<file path="src/rtl/uart_pkg.sv">
// Shared UART definitions: FSM state encoding, data width and baud-rate helpers.
package uart_pkg;

  localparam int unsigned DATA_W = 8;

  typedef enum logic [2:0] {
    ST_IDLE   = 3'd0,
    ST_START  = 3'd1,
    ST_DATA   = 3'd2,
    ST_PARITY = 3'd3,
    ST_STOP   = 3'd4
  } uart_state_e;

  function automatic int unsigned calc_clks_per_bit(input int unsigned clk_hz,
                                                    input int unsigned baud);
    return clk_hz / baud;
  endfunction

  function automatic int unsigned calc_cnt_w(input int unsigned clks);
    return (clks < 2) ? 1 : $clog2(clks);
  endfunction

endpackage

</file>
<file path="src/rtl/uart_baud_gen.sv">
// Bit-time counter: pulses o_bit_end on the last clock of every CLKS_PER_BIT-cycle bit.
module uart_baud_gen
  import uart_pkg::*;
#(
  parameter int unsigned CLKS_PER_BIT = 16
) (
  input  logic clk,
  input  logic i_rst_n,
  input  logic i_clear,
  output logic o_bit_end
);

  localparam int unsigned CNT_W = calc_cnt_w(CLKS_PER_BIT);

  logic [CNT_W-1:0] r_cnt;

  assign o_bit_end = (r_cnt == CNT_W'(CLKS_PER_BIT - 1));

  always_ff @(posedge clk or negedge i_rst_n) begin
    if (!i_rst_n) begin
      r_cnt <= '0;
    end else if (i_clear || o_bit_end) begin
      r_cnt <= '0;
    end else begin
      r_cnt <= r_cnt + CNT_W'(1);
    end
  end

endmodule

</file>
<file path="src/rtl/uart_tx.sv">
// 8N1 UART transmitter with valid/ready byte input; even parity bit added when
// UART_TX_PARITY_EN is defined.
module uart_tx
  import uart_pkg::*;
#(
  parameter int unsigned CLK_FREQ_HZ = 50000000,
  parameter int unsigned BAUD_RATE   = 115200
) (
  input  logic              clk,
  input  logic              i_rst_n,
  input  logic [DATA_W-1:0] i_data,
  input  logic              i_valid,
  output logic              o_ready,
  output logic              o_busy,
  output logic              o_tx
);

  localparam int unsigned CLKS_PER_BIT = calc_clks_per_bit(CLK_FREQ_HZ, BAUD_RATE);
  localparam int unsigned BIT_CNT_W    = $clog2(DATA_W);

  generate
    if (CLKS_PER_BIT < 2) begin : g_bad_rate
      $error("uart_tx: CLK_FREQ_HZ / BAUD_RATE must be at least 2");
    end
  endgenerate

  uart_state_e            r_state, w_state_nxt;
  logic                   r_tx, w_tx_nxt;
  logic                   r_ready, w_ready_nxt;
  logic                   r_busy, w_busy_nxt;
  logic [DATA_W-1:0]      r_shift, w_shift_nxt;
  logic [BIT_CNT_W-1:0]   r_bit_cnt, w_bit_cnt_nxt;
  logic                   w_bit_end;
  logic                   w_clear;
`ifdef UART_TX_PARITY_EN
  logic                   r_parity, w_parity_nxt;
`endif

  // Counter is held at zero while idle, so acceptance starts a fresh bit time.
  assign w_clear = (r_state == ST_IDLE);

  uart_baud_gen #(
    .CLKS_PER_BIT(CLKS_PER_BIT)
  ) u_baud_gen (
    .clk      (clk),
    .i_rst_n  (i_rst_n),
    .i_clear  (w_clear),
    .o_bit_end(w_bit_end)
  );

  always_ff @(posedge clk or negedge i_rst_n) begin
    if (!i_rst_n) begin
      r_state   <= ST_IDLE;
      r_tx      <= 1'b1;
      r_ready   <= 1'b1;
      r_busy    <= 1'b0;
      r_shift   <= '0;
      r_bit_cnt <= '0;
`ifdef UART_TX_PARITY_EN
      r_parity  <= 1'b0;
`endif
    end else begin
      r_state   <= w_state_nxt;
      r_tx      <= w_tx_nxt;
      r_ready   <= w_ready_nxt;
      r_busy    <= w_busy_nxt;
      r_shift   <= w_shift_nxt;
      r_bit_cnt <= w_bit_cnt_nxt;
`ifdef UART_TX_PARITY_EN
      r_parity  <= w_parity_nxt;
`endif
    end
  end

  // Line value for the next cycle is decided here so o_tx stays a flop output.
  always_comb begin
    w_state_nxt   = r_state;
    w_tx_nxt      = r_tx;
    w_ready_nxt   = r_ready;
    w_busy_nxt    = r_busy;
    w_shift_nxt   = r_shift;
    w_bit_cnt_nxt = r_bit_cnt;
`ifdef UART_TX_PARITY_EN
    w_parity_nxt  = r_parity;
`endif
    case (r_state)
      ST_IDLE: begin
        if (i_valid && r_ready) begin
          w_state_nxt   = ST_START;
          w_shift_nxt   = i_data;
          w_bit_cnt_nxt = '0;
          w_tx_nxt      = 1'b0;
          w_ready_nxt   = 1'b0;
          w_busy_nxt    = 1'b1;
`ifdef UART_TX_PARITY_EN
          w_parity_nxt  = ^i_data;
`endif
        end
      end
      ST_START: begin
        if (w_bit_end) begin
          w_state_nxt = ST_DATA;
          w_tx_nxt    = r_shift[0];
        end
      end
      ST_DATA: begin
        if (w_bit_end) begin
          if (r_bit_cnt == BIT_CNT_W'(DATA_W - 1)) begin
            w_bit_cnt_nxt = '0;
`ifdef UART_TX_PARITY_EN
            w_state_nxt   = ST_PARITY;
            w_tx_nxt      = r_parity;
`else
            w_state_nxt   = ST_STOP;
            w_tx_nxt      = 1'b1;
`endif
          end else begin
            w_bit_cnt_nxt = r_bit_cnt + BIT_CNT_W'(1);
            w_shift_nxt   = r_shift >> 1;
            w_tx_nxt      = r_shift[1];
          end
        end
      end
`ifdef UART_TX_PARITY_EN
      ST_PARITY: begin
        if (w_bit_end) begin
          w_state_nxt = ST_STOP;
          w_tx_nxt    = 1'b1;
        end
      end
`endif
      ST_STOP: begin
        if (w_bit_end) begin
          w_state_nxt = ST_IDLE;
          w_tx_nxt    = 1'b1;
          w_ready_nxt = 1'b1;
          w_busy_nxt  = 1'b0;
        end
      end
      default: begin
        w_state_nxt = ST_IDLE;
        w_tx_nxt    = 1'b1;
        w_ready_nxt = 1'b1;
        w_busy_nxt  = 1'b0;
      end
    endcase
  end

  assign o_tx    = r_tx;
  assign o_ready = r_ready;
  assign o_busy  = r_busy;

endmodule

</file>
<file path="config.mk">
export PLATFORM = sky130hd
export DESIGN_NAME = uart_tx
export DESIGN_NICKNAME = d
export VERILOG_FILES = /design/src/rtl/uart_pkg.sv /design/src/rtl/uart_baud_gen.sv /design/src/rtl/uart_tx.sv
export SDC_FILE = /design/constraint.sdc
export NUM_CORES = 1
export LEC_CHECK = 0
export ABC_AREA = 1
export CORE_MARGIN = 2
export CORE_UTILIZATION = 50
export DETAILED_ROUTE_END_ITERATION = 10
export PLACE_DENSITY = 0.8
export SETUP_SLACK_MARGIN = 0.15
export SYNTH_ARGS = -nofsm -noshare
export SYNTH_HDL_FRONTEND = slang
export SYNTH_SLANG_ARGS = --single-unit
export TNS_END_PERCENT = 5
</file>
<file path="constraint.sdc">
create_clock -name clk -period 1.6 [get_ports clk]
set_input_delay 0.48 -clock clk [delete_from_list [all_inputs] [get_ports clk]]
set_output_delay 0.48 -clock clk [all_outputs]
set_load 0.02 [all_outputs]
</file>
After elaboration in Yosys (flattened, before gate mapping) --
Cells that the tools add are included.
Storage, ports and cells: bits of input ports 11, ROM bits 0, register bits 26, latch bits 0, bits in writable memories 0, logic and storage cells 56, output and inout bits 3, memories 0
Operators by class: divide/modulo/power cells 0, reductions and logical operators 10, shift operators 0, eq/ne operators 11, add/sub/neg operators 2, multipliers 0, order comparisons 0, bitwise logic cells 1, multiplexer cells 25
Operators with widths (count):
- $mux W3 | 8
- $mux W8 | 3
- $pmux W8 S2 | 1
- $pmux W3 S4 | 1
- $add A9 B1 Y9 const B | 1
- $eq A9 B9 Y1 const B | 1
- $mux W9 | 1
- $reduce_and A4 Y1 | 2
- $mux W1 | 7
- $eq A3 B3 Y1 const B | 2
- $ne A2 B1 Y1 const B | 3
- $ne A2 B2 Y1 const B | 3
- $pmux W1 S3 | 2
- $pmux W3 S2 | 1
- $reduce_and A3 Y1 | 2
- $reduce_and A5 Y1 | 1
- $pmux W1 S4 | 1
- $add A3 B1 Y3 const B | 1
- $eq A3 B1 Y1 const B | 1
- $eq A3 B2 Y1 const B | 1
- $logic_not A3 Y1 | 1
- $reduce_bool A2 Y1 | 1
- $reduce_or A2 Y1 | 1
- $logic_and A1 B1 Y1 | 1
- 2 further kinds | 2

Longest topological paths before layout --
Gate-level depths: netlist of the first run.
depth in word-level cells 4, mapped depth 9, gate-level depth less buffers 9

Modules after synthesis --
A second synthesis of the first run with hierarchy kept.
Unflattened totals: cell total of the unflattened synthesis 194, area total of the unflattened synthesis 1418.9 um2
Modules (own cells, without submodules):
- uart_tx | cells each 126, instances 1, area an instance 915.9 um2
- uart_baud_gen | cells each 68, instances 1, area an instance 503.0 um2

Least setup slack after synthesis of the first run --
OpenSTA, ideal clock, no wires.
path type reg2reg, start point reg r_bit_cnt[0], end point reg r_shift[7], stages on the path, launching flop included 9, data arrival time 1.289 ns, path slack 0.194 ns, path buffers 0, cell sequence dfrtp_1 > ha_1 > ha_1 > inv_1 > nor2_4 > nor2_4 > nand2_4 > nand2_1 > o21ai_2
Between the ends: longest elaborated chain between the ends 3
RTL lines:
- from (decl) | RTL line uart_tx.sv:32 | logic [BIT_CNT_W-1:0] r_bit_cnt, w_bit_cnt_nxt;
- from (signal assigned) | RTL line uart_tx.sv:68 | r_bit_cnt <= w_bit_cnt_nxt;
- $eq A3 B3 Y1 | RTL line uart_tx.sv:108 | if (r_bit_cnt == BIT_CNT_W'(DATA_W - 1)) begin
- $ne A2 B2 Y1 (no source line)
- $reduce_and A4 Y1 (no source line)
- to (signal assigned) | RTL line uart_tx.sv:67 | r_shift <= w_shift_nxt;
- to (decl) | RTL line uart_tx.sv:31 | logic [DATA_W-1:0] r_shift, w_shift_nxt;
No other way between the ends. A chain may end at the register's enable or synchronous reset.

Worst setup path in the final report of the first run --
start point reg r_tx, in the netlist o_tx, end point out o_tx
RTL lines:
- from (decl) | RTL line uart_tx.sv:28 | logic r_tx, w_tx_nxt;
- from (signal assigned) | RTL line uart_tx.sv:64 | r_tx <= w_tx_nxt;
- to (decl) | RTL line uart_tx.sv:15 | output logic o_tx
No word-level cell between the ends.

==> tab_implementation.tex, run 1 <==
\begin{tabular}{lr}
\hline
Metric & Value \\
\hline
\multicolumn{2}{l}{\textbf{GRT}} \\
\quad Pin count of the biggest net entering global routing & 27 \\
\quad Wire length of the first global-routing pass & 5.11 mm \\
\quad Number of antenna violations at the first check in global routing & 0 \\
\quad Vias in the first global route & 1235 \\
\quad Total overflow reported by the global router & 0 \\
\quad Global-route total usage across every layer & a little under 20\% \\
\multicolumn{2}{l}{\textbf{Clocking}} \\
\quad CTS H-tree depth & 1 \\
\quad Clock tree from TritonCTS & built \\
\quad Reg clk slew, reported paths & 0.14 ns \\
\quad Clk sink count & 26 \\
\quad Buffer levels on the longest clock path & 2 \\
\quad Number of CTS-inserted buffers & 3 \\
\quad Root buffer selected by CTS & clkbuf\_4 \\
\quad Clock latency reported for the late side of the worst-skew pair & around 0.32 ns \\
\quad CTS Hold Bufs & 0 \\
\multicolumn{2}{l}{\textbf{Min path}} \\
\quad Kind of path behind the tightest hold check & in -> async \\
\multicolumn{2}{l}{\textbf{Cells and area}} \\
\quad Ant diodes & 0 \\
\quad Nets@finish & about 220 \\
\quad Fin area & 1760 um\^{}2 \\
\quad Area growth syn-to-layout & 24.9\% \\
\quad Number of fill cells & 232 \\
\quad Utilization after layout & 64.9\% \\
\quad Finished Layout Cells & $\sim$240 \\
\quad Layout cells sized above 1 & 23.0\% \\
\multicolumn{2}{l}{\textbf{Place}} \\
\quad Number of I/O port buffers & 13 \\
\quad Hpwl dp & just over 2 mm \\
\quad Final Wtd Congestion & 0.895 \\
\quad Instance area at placement & 1630 um\^{}2 \\
\quad Number of cells in the design after placement & 226 \\
\multicolumn{2}{l}{\textbf{STA}} \\
\quad Final-report hold violation count & 0 \\
\quad Final min period & 1.50 ns \\
\quad Period utilisation layout & 93.5\% \\
\quad Final Hold Slack & 0.489 ns \\
\quad Slew of the pin with the lowest slew margin & 0.316 ns \\
\quad Final setup vio count & 0 \\
\quad Final Max Tran Viols & 0 \\
\quad Peak clock frequency supported by timing & 668 MHz \\
\quad Relative max-transition margin & 78.9\% \\
\quad Setup skew after layout & 0.00801 ns \\
\quad Setup repair after global routing missed its margin & yes \\
\quad Setup TNS Final & 0 ns \\
\multicolumn{2}{l}{\textbf{Pwr}} \\
\quad P per Cell Area & 1640 nW/um\^{}2 \\
\quad Leakage power total & 0.875 nW \\
\quad Maximum vdd ir drop & roughly 1.1 mV \\
\multicolumn{2}{l}{\textbf{Synth}} \\
\quad Post-synthesis instance area & 1410 um\^{}2 \\
\quad Post-synthesis async set-or-reset flop share & 100\% \\
\quad Proportion of netlist area held by the largest area contributor & 42.6\% \\
\quad Number of enable flip-flop cells after synthesis & 0 \\
\quad Leading post-synthesis cells by instance count & nand2\_1, dfrtp\_1, inv\_1, nand3\_1, nor2\_1 \\
\quad Largest cells by area after synthesis & dfrtp\_1, nand2\_1, nand3\_1, dfstp\_2, inv\_1 \\
\quad Leading cell type by number of instances after synthesis & nand2\_1 \\
\quad Post-synth top area cell & dfrtp\_1 \\
\quad Count of yosys warnings during synthesis & 0 \\
\quad Cells after synthesis & about 180 \\
\quad Net count after synthesis & approximately 190 \\
\quad Avg Synthesized Cell Area & roughly 7.9 um\^{}2 \\
\quad Sequential area share after synthesis & 46.4\% \\
\quad Number of distinct standard cells referenced by the synthesized netlist & 22 \\
\quad Most common flop cell mapped by yosys & dfrtp\_1 \\
\quad Register bit count reported by yosys & 26 \\
\multicolumn{2}{l}{\textbf{Floorplanning}} \\
\quad Y dimension of the die & 57.1 um \\
\quad Die ar. & 3260 um\^{}2 \\
\quad Starting density of the core & 52.0\% \\
\quad Chip width & around 57 um \\
\quad Top-Level Pins & 14 \\
\quad Area of the placeable core & 2710 um\^{}2 \\
\quad Site row count & 19 \\
\multicolumn{2}{l}{\textbf{Routing}} \\
\quad Post-route DRC & 0 \\
\quad Top layer reached by signal wires & met4 \\
\quad Remaining antenna violation count & 0 \\
\quad Met3 wire length & about 130 um \\
\quad Average via count per standard cell & around 5.4 \\
\quad Met1 routed wirelength after detailed routing & $\sim$1.3 mm \\
\quad DRC marker count from the first detailed-route iteration & 52 \\
\quad Met2 routed wirelength & about 1.5 mm \\
\quad Wire length after detailed routing & 2.99 mm \\
\quad Average detailed-routed wire length per instance & 12.7 um \\
\quad First-pass DRT Iterations & 4 \\
\quad Via count & 1268 \\
\multicolumn{2}{l}{\textbf{Worst setup path}} \\
\quad Buffering stage count on the worst path with inverters included & 1 \\
\quad Largest fanout of any net on the critical path & 2 \\
\quad CP max stage cell & dfstp\_2 \\
\quad Worst Path Required & 1.12 ns \\
\quad Startpoint kind of the worst setup timing path & flop \\
\quad Endpoint of the worst register-to-register path & r\_shift[6] \\
\quad Data arrival time of the critical path & a little over 1 ns \\
\quad FF-to-FF path depth & 8 \\
\quad Stage delay of the slowest cell on the critical path & 0.58 ns \\
\quad Cells traversed along the worst timing path & buf\_6 \\
\quad Cell class contributing the biggest share of worst-path delay & flip-flops \\
\quad Setup crit end kind & primary output \\
\quad Critical path start-end classification & reg -> out \\
\quad Worst-case register-to-register setup slack & 0.11 ns \\
\quad Launching point of the worst reg2reg path & r\_bit\_cnt[0] \\
\multicolumn{2}{l}{\textbf{Run status}} \\
\quad Result of the run & completed \\
\multicolumn{2}{l}{\textbf{Run}} \\
\quad Max Cap Violations & 0 \\
\hline
\end{tabular}
-- through the flow --
| step | setup WS [ns] | total power, W |
|---|---|---|
| 2_1_floorplan | 0.194 | 0.00199 |
| 3_3_place_gp | -0.0999 | 0.00234 |
| 3_5_place_dp | -0.170 | 0.00240 |
| 4_1_cts | 0.115 | 0.00273 |
| 5_1_grt | 0.0463 | 0.00310 |
| 6_report | 0.104 | 0.00288 |
-- cell type report --
| cell class | count | area [um^2] | area share (%) |
|---|---|---|---|
| Sequential cell | 26 | 656 | 37.3 |
| Multi-Input combinational cell | 137 | 749 | 42.6 |
| Inverter | 15 | 58.8 | 3.34 |
| Timing Repair Buffer | 23 | 234 | 13.3 |
| Tap cell | 31 | 38.8 | 2.20 |
| Clock buffer | 3 | 22.5 | 1.28 |
-- cells in the final DEF, fill, tap and decap left out, types with 4 or more instances in the layout --
| cell | synthesis | layout |
|---|---|---|
| dfrtp_1 | 24 | 22 |
| nand2_4 | 4 | 4 |
| inv_1 | 14 | 13 |
| o21ai_0 | 5 | 5 |
| clkdlybuf4s50_1 | 0 | 10 |
| nor2_4 | 3 | 4 |
| nor2_1 | 12 | 8 |
| nand3_1 | 14 | 14 |
| buf_4 | 0 | 8 |
| nand2_1 | 73 | 69 |
| nand2_2 | 1 | 7 |
-- worst max path at each step --
stage / slack (ns) / endpoint / startpoint / cells past startpoint
floorplan: 0.19 / r_shift[7] / r_bit_cnt[0] / 8
global placement: -0.1 / r_bit_cnt[1] / i_valid / 8
detailed placement: -0.17 / r_bit_cnt[2] / i_valid / 8
CTS: 0.12 / r_shift[6] / r_bit_cnt[0] / 8
global route: 0.05 / r_bit_cnt[0] / r_state[0] / 6
finish: 0.10 / o_tx / o_tx / 1
-- cell families (layout without fill, tap and decap cells) --
family	Yosys count	after routing	synth area share [%]
adder cells (fa/ha/maj)	4	4	3.55
AO/OA/AOI/OAI	10	10	4.08
flip-flops	26	26	46.4
buffers and inverters	17	41	5.59
AND/OR/NAND/NOR	121	123	40.4
-- per-layer routing --
metal	vias up	global-route usage (%)
met5	-	0
met4	0	9.97
met3	4	2.95
met2	32	33.5
met1	610	24.7
li1	622	-
-- registers in the layout, indices dropped and copies added, names as in the netlist --
| register | count |
|---|---|
| u_baud_gen.r_cnt | 9 |
| r_shift | 8 |
| r_bit_cnt | 3 |
| r_state | 3 |
| o_busy | 1 |
| o_ready | 1 |
| o_tx | 1 |
-- repair_timing --
item,4_1_cts,5_1_grt
setup endpoints to repair,27,29
gates resized for setup,18,16
setup buffers,2,2
pin swaps,2,6
gates cloned,1,1
-- report_power, final --
group / switching [W] / internal, W
logic: 0.000931 / 0.000631
clock network: 0.000189 / 0.0000883
registers: 0.000155 / 0.000884
total: 0.00127 / 0.00160
No activity file was read; power rests on OpenSTA's default activity.
==> inputs of run 2 (changes only) <==
==> constraint.sdc (replaced) <==
create_clock -name clk -period 1.5 [get_ports clk]
set_input_delay 0.45 -clock clk [delete_from_list [all_inputs] [get_ports clk]]
set_output_delay 0.45 -clock clk [all_outputs]
set_load 0.02 [all_outputs]
==> tab_implementation.tex, run 2 (synthesized netlist as in run 1, its figures left out) <==
\begin{tabular}{lr}
\hline
Metric & Value \\
\hline
\multicolumn{2}{l}{\textbf{Run status}} \\
\quad Result of the run & completed \\
\multicolumn{2}{l}{\textbf{Place}} \\
\quad Final Wtd Congestion & 0.894 \\
\quad Hpwl dp & just under 2 mm \\
\quad Dpl ws & -0.225 ns \\
\quad Number of I/O port buffers & 13 \\
\multicolumn{2}{l}{\textbf{Clocking}} \\
\quad CTS Hold Bufs & 0 \\
\quad Root buffer selected by CTS & clkbuf\_4 \\
\quad Buffer levels on the longest clock path & 2 \\
\quad Reg clk slew, reported paths & roughly 0.15 ns \\
\quad Clk sink count & 26 \\
\quad CTS H-tree depth & 1 \\
\quad Clock latency reported for the late side of the worst-skew pair & 0.33 ns \\
\quad Number of CTS-inserted buffers & 3 \\
\quad Clock tree from TritonCTS & built \\
\multicolumn{2}{l}{\textbf{Routing}} \\
\quad First-pass DRT Iterations & 4 \\
\quad Average via count per standard cell & around 5.2 \\
\quad Top layer reached by signal wires & met4 \\
\quad Met1 routed wirelength after detailed routing & around 1.2 mm \\
\quad DRC marker count from the first detailed-route iteration & 52 \\
\quad Met2 routed wirelength & about 1.4 mm \\
\quad Wire length after detailed routing & 2.84 mm \\
\quad Average detailed-routed wire length per instance & 12.0 um \\
\quad Remaining antenna violation count & 0 \\
\quad Via count & 1232 \\
\quad Post-route DRC & 0 \\
\quad Met3 wire length & 129 um \\
\multicolumn{2}{l}{\textbf{Worst setup path}} \\
\quad Worst Path Required & 1.05 ns \\
\quad Data arrival time of the critical path & 1.00 ns \\
\quad Critical path start-end classification & reg -> out \\
\quad Stage delay of the slowest cell on the critical path & 0.57 ns \\
\quad Buffering stage count on the worst path with inverters included & 1 \\
\quad Startpoint kind of the worst setup timing path & flop \\
\quad Cells traversed along the worst timing path & buf\_6 \\
\quad Cell class contributing the biggest share of worst-path delay & flip-flops \\
\quad CP max stage cell & dfstp\_2 \\
\quad Setup crit end kind & primary output \\
\quad Largest fanout of any net on the critical path & 2 \\
\multicolumn{2}{l}{\textbf{Cells and area}} \\
\quad Ant diodes & 0 \\
\quad Number of fill cells & 218 \\
\quad Commonest cells after routing, fill and taps aside & nand2\_1, dfrtp\_1, nand3\_1 \\
\quad Area growth syn-to-layout & 29.0\% \\
\quad Most common cell after layout, fill and taps aside & nand2\_1 \\
\quad Nets@finish & $\sim$220 \\
\quad Reg with most FFs & u\_baud\_gen.r\_cnt \\
\quad Largest registers ranked by flip-flop count & u\_baud\_gen.r\_cnt: 9 flops, r\_shift: 8 flops \\
\quad Flip-flop count of the largest register, all copies and words added & 9 \\
\quad Layout cells sized above 1 & roughly 28\% \\
\multicolumn{2}{l}{\textbf{Pwr}} \\
\quad Maximum vdd ir drop & roughly 1.2 mV \\
\quad P per Cell Area & 1750 nW/um\^{}2 \\
\quad Leakage power total & approximately 0.89 nW \\
\multicolumn{2}{l}{\textbf{GRT}} \\
\quad Global-route total usage across every layer & about 18\% \\
\quad Total overflow reported by the global router & 0 \\
\quad Pin count of the biggest net entering global routing & 27 \\
\quad Wire length of the first global-routing pass & approximately 4.7 mm \\
\quad Vias in the first global route & around 1100 \\
\quad Number of antenna violations at the first check in global routing & 0 \\
\multicolumn{2}{l}{\textbf{Min path}} \\
\quad Kind of path behind the tightest hold check & in -> async \\
\multicolumn{2}{l}{\textbf{STA}} \\
\quad Final-report hold violation count & 0 \\
\quad Worst path setup slack after routing & 0.0456 ns \\
\quad Setup TNS Final & 0 ns \\
\quad Final Max Tran Viols & 0 \\
\quad Relative max-transition margin & between 80\% and 90\% \\
\quad Setup repair after global routing missed its margin & yes \\
\quad Setup skew after layout & 0.00936 ns \\
\quad Final setup vio count & 0 \\
\quad Period utilisation layout & 97.0\% \\
\quad Final Hold Slack & approximately 0.45 ns \\
\quad Peak clock frequency supported by timing & 688 MHz \\
\quad Final min period & 1.45 ns \\
\quad Slew of the pin with the lowest slew margin & 0.285 ns \\
\multicolumn{2}{l}{\textbf{Floorplanning}} \\
\quad Y dimension of the die & between 50 and 60 um \\
\quad Site row count & 19 \\
\quad Chip width & 57.1 um \\
\quad Top-Level Pins & 14 \\
\quad Area of the placeable core & 2710 um\^{}2 \\
\quad Die ar. & between 3000 and 4000 um\^{}2 \\
\quad Starting density of the core & 52.0\% \\
\multicolumn{2}{l}{\textbf{Run}} \\
\quad Max Cap Violations & 0 \\
\hline
\end{tabular}
run 2: path summary, 6_finish.rpt:
kind | cells after the start | slack [ns] | end | from
max in group asynchronous | 2 | 0.82 | o_ready | i_rst_n
min in group clk | 2 | 0.49 | r_shift[5] | r_shift[5]
setup / recovery | 1 | 0.05 | o_tx | o_tx
setup reg to reg | 9 | 0.05 | r_state[1] | o_ready
hold / removal | 2 | 0.45 | r_state[0] | i_rst_n
hold reg to reg | 2 | 0.49 | r_shift[5] | r_shift[5]
run 2: layout make-up:
cell class	instances	area [um^2]	area share [%]
Clock buffer	4	36.3	2.00
Timing Repair Buffer	25	256	14.1
Inverter	15	61.3	3.37
Tap cell	31	38.8	2.13
Sequential cell	26	654	36.0
Multi-Input combinational cell	135	769	42.4
run 2: report_power, final:
part	internal, W	switching, W
registers	0.000943	0.000167
clock network	0.000148	0.000217
logic	0.000729	0.000971
run 2: what timing repair did:
| action | in CTS | in global routing |
|---|---|---|
| setup buffers | 0 | 4 |
| pin swaps | 0 | 10 |
| gates resized for setup | 19 | 31 |
| setup endpoints to repair | 28 | 29 |
run 2: metrics by stage:
step                      cells  utilization (%)  power [W]  area [um^2]
after global placement      228             60.8    0.00253         1650
after global routing        236             67.0    0.00342         1820
final                       236             67.0    0.00317         1820
after floorplan             178                -    0.00212         1420
after detailed placement    228             60.8    0.00258         1650
after CTS                   232             62.7    0.00296         1700
run 2: layer usage:
layer  GRT usage [%]  vias to the layer above
met4            8.31                        0
met1            24.0                      578
met5               0                        -
li1                -                      622
met3            2.72                        6
met2            29.9                       26
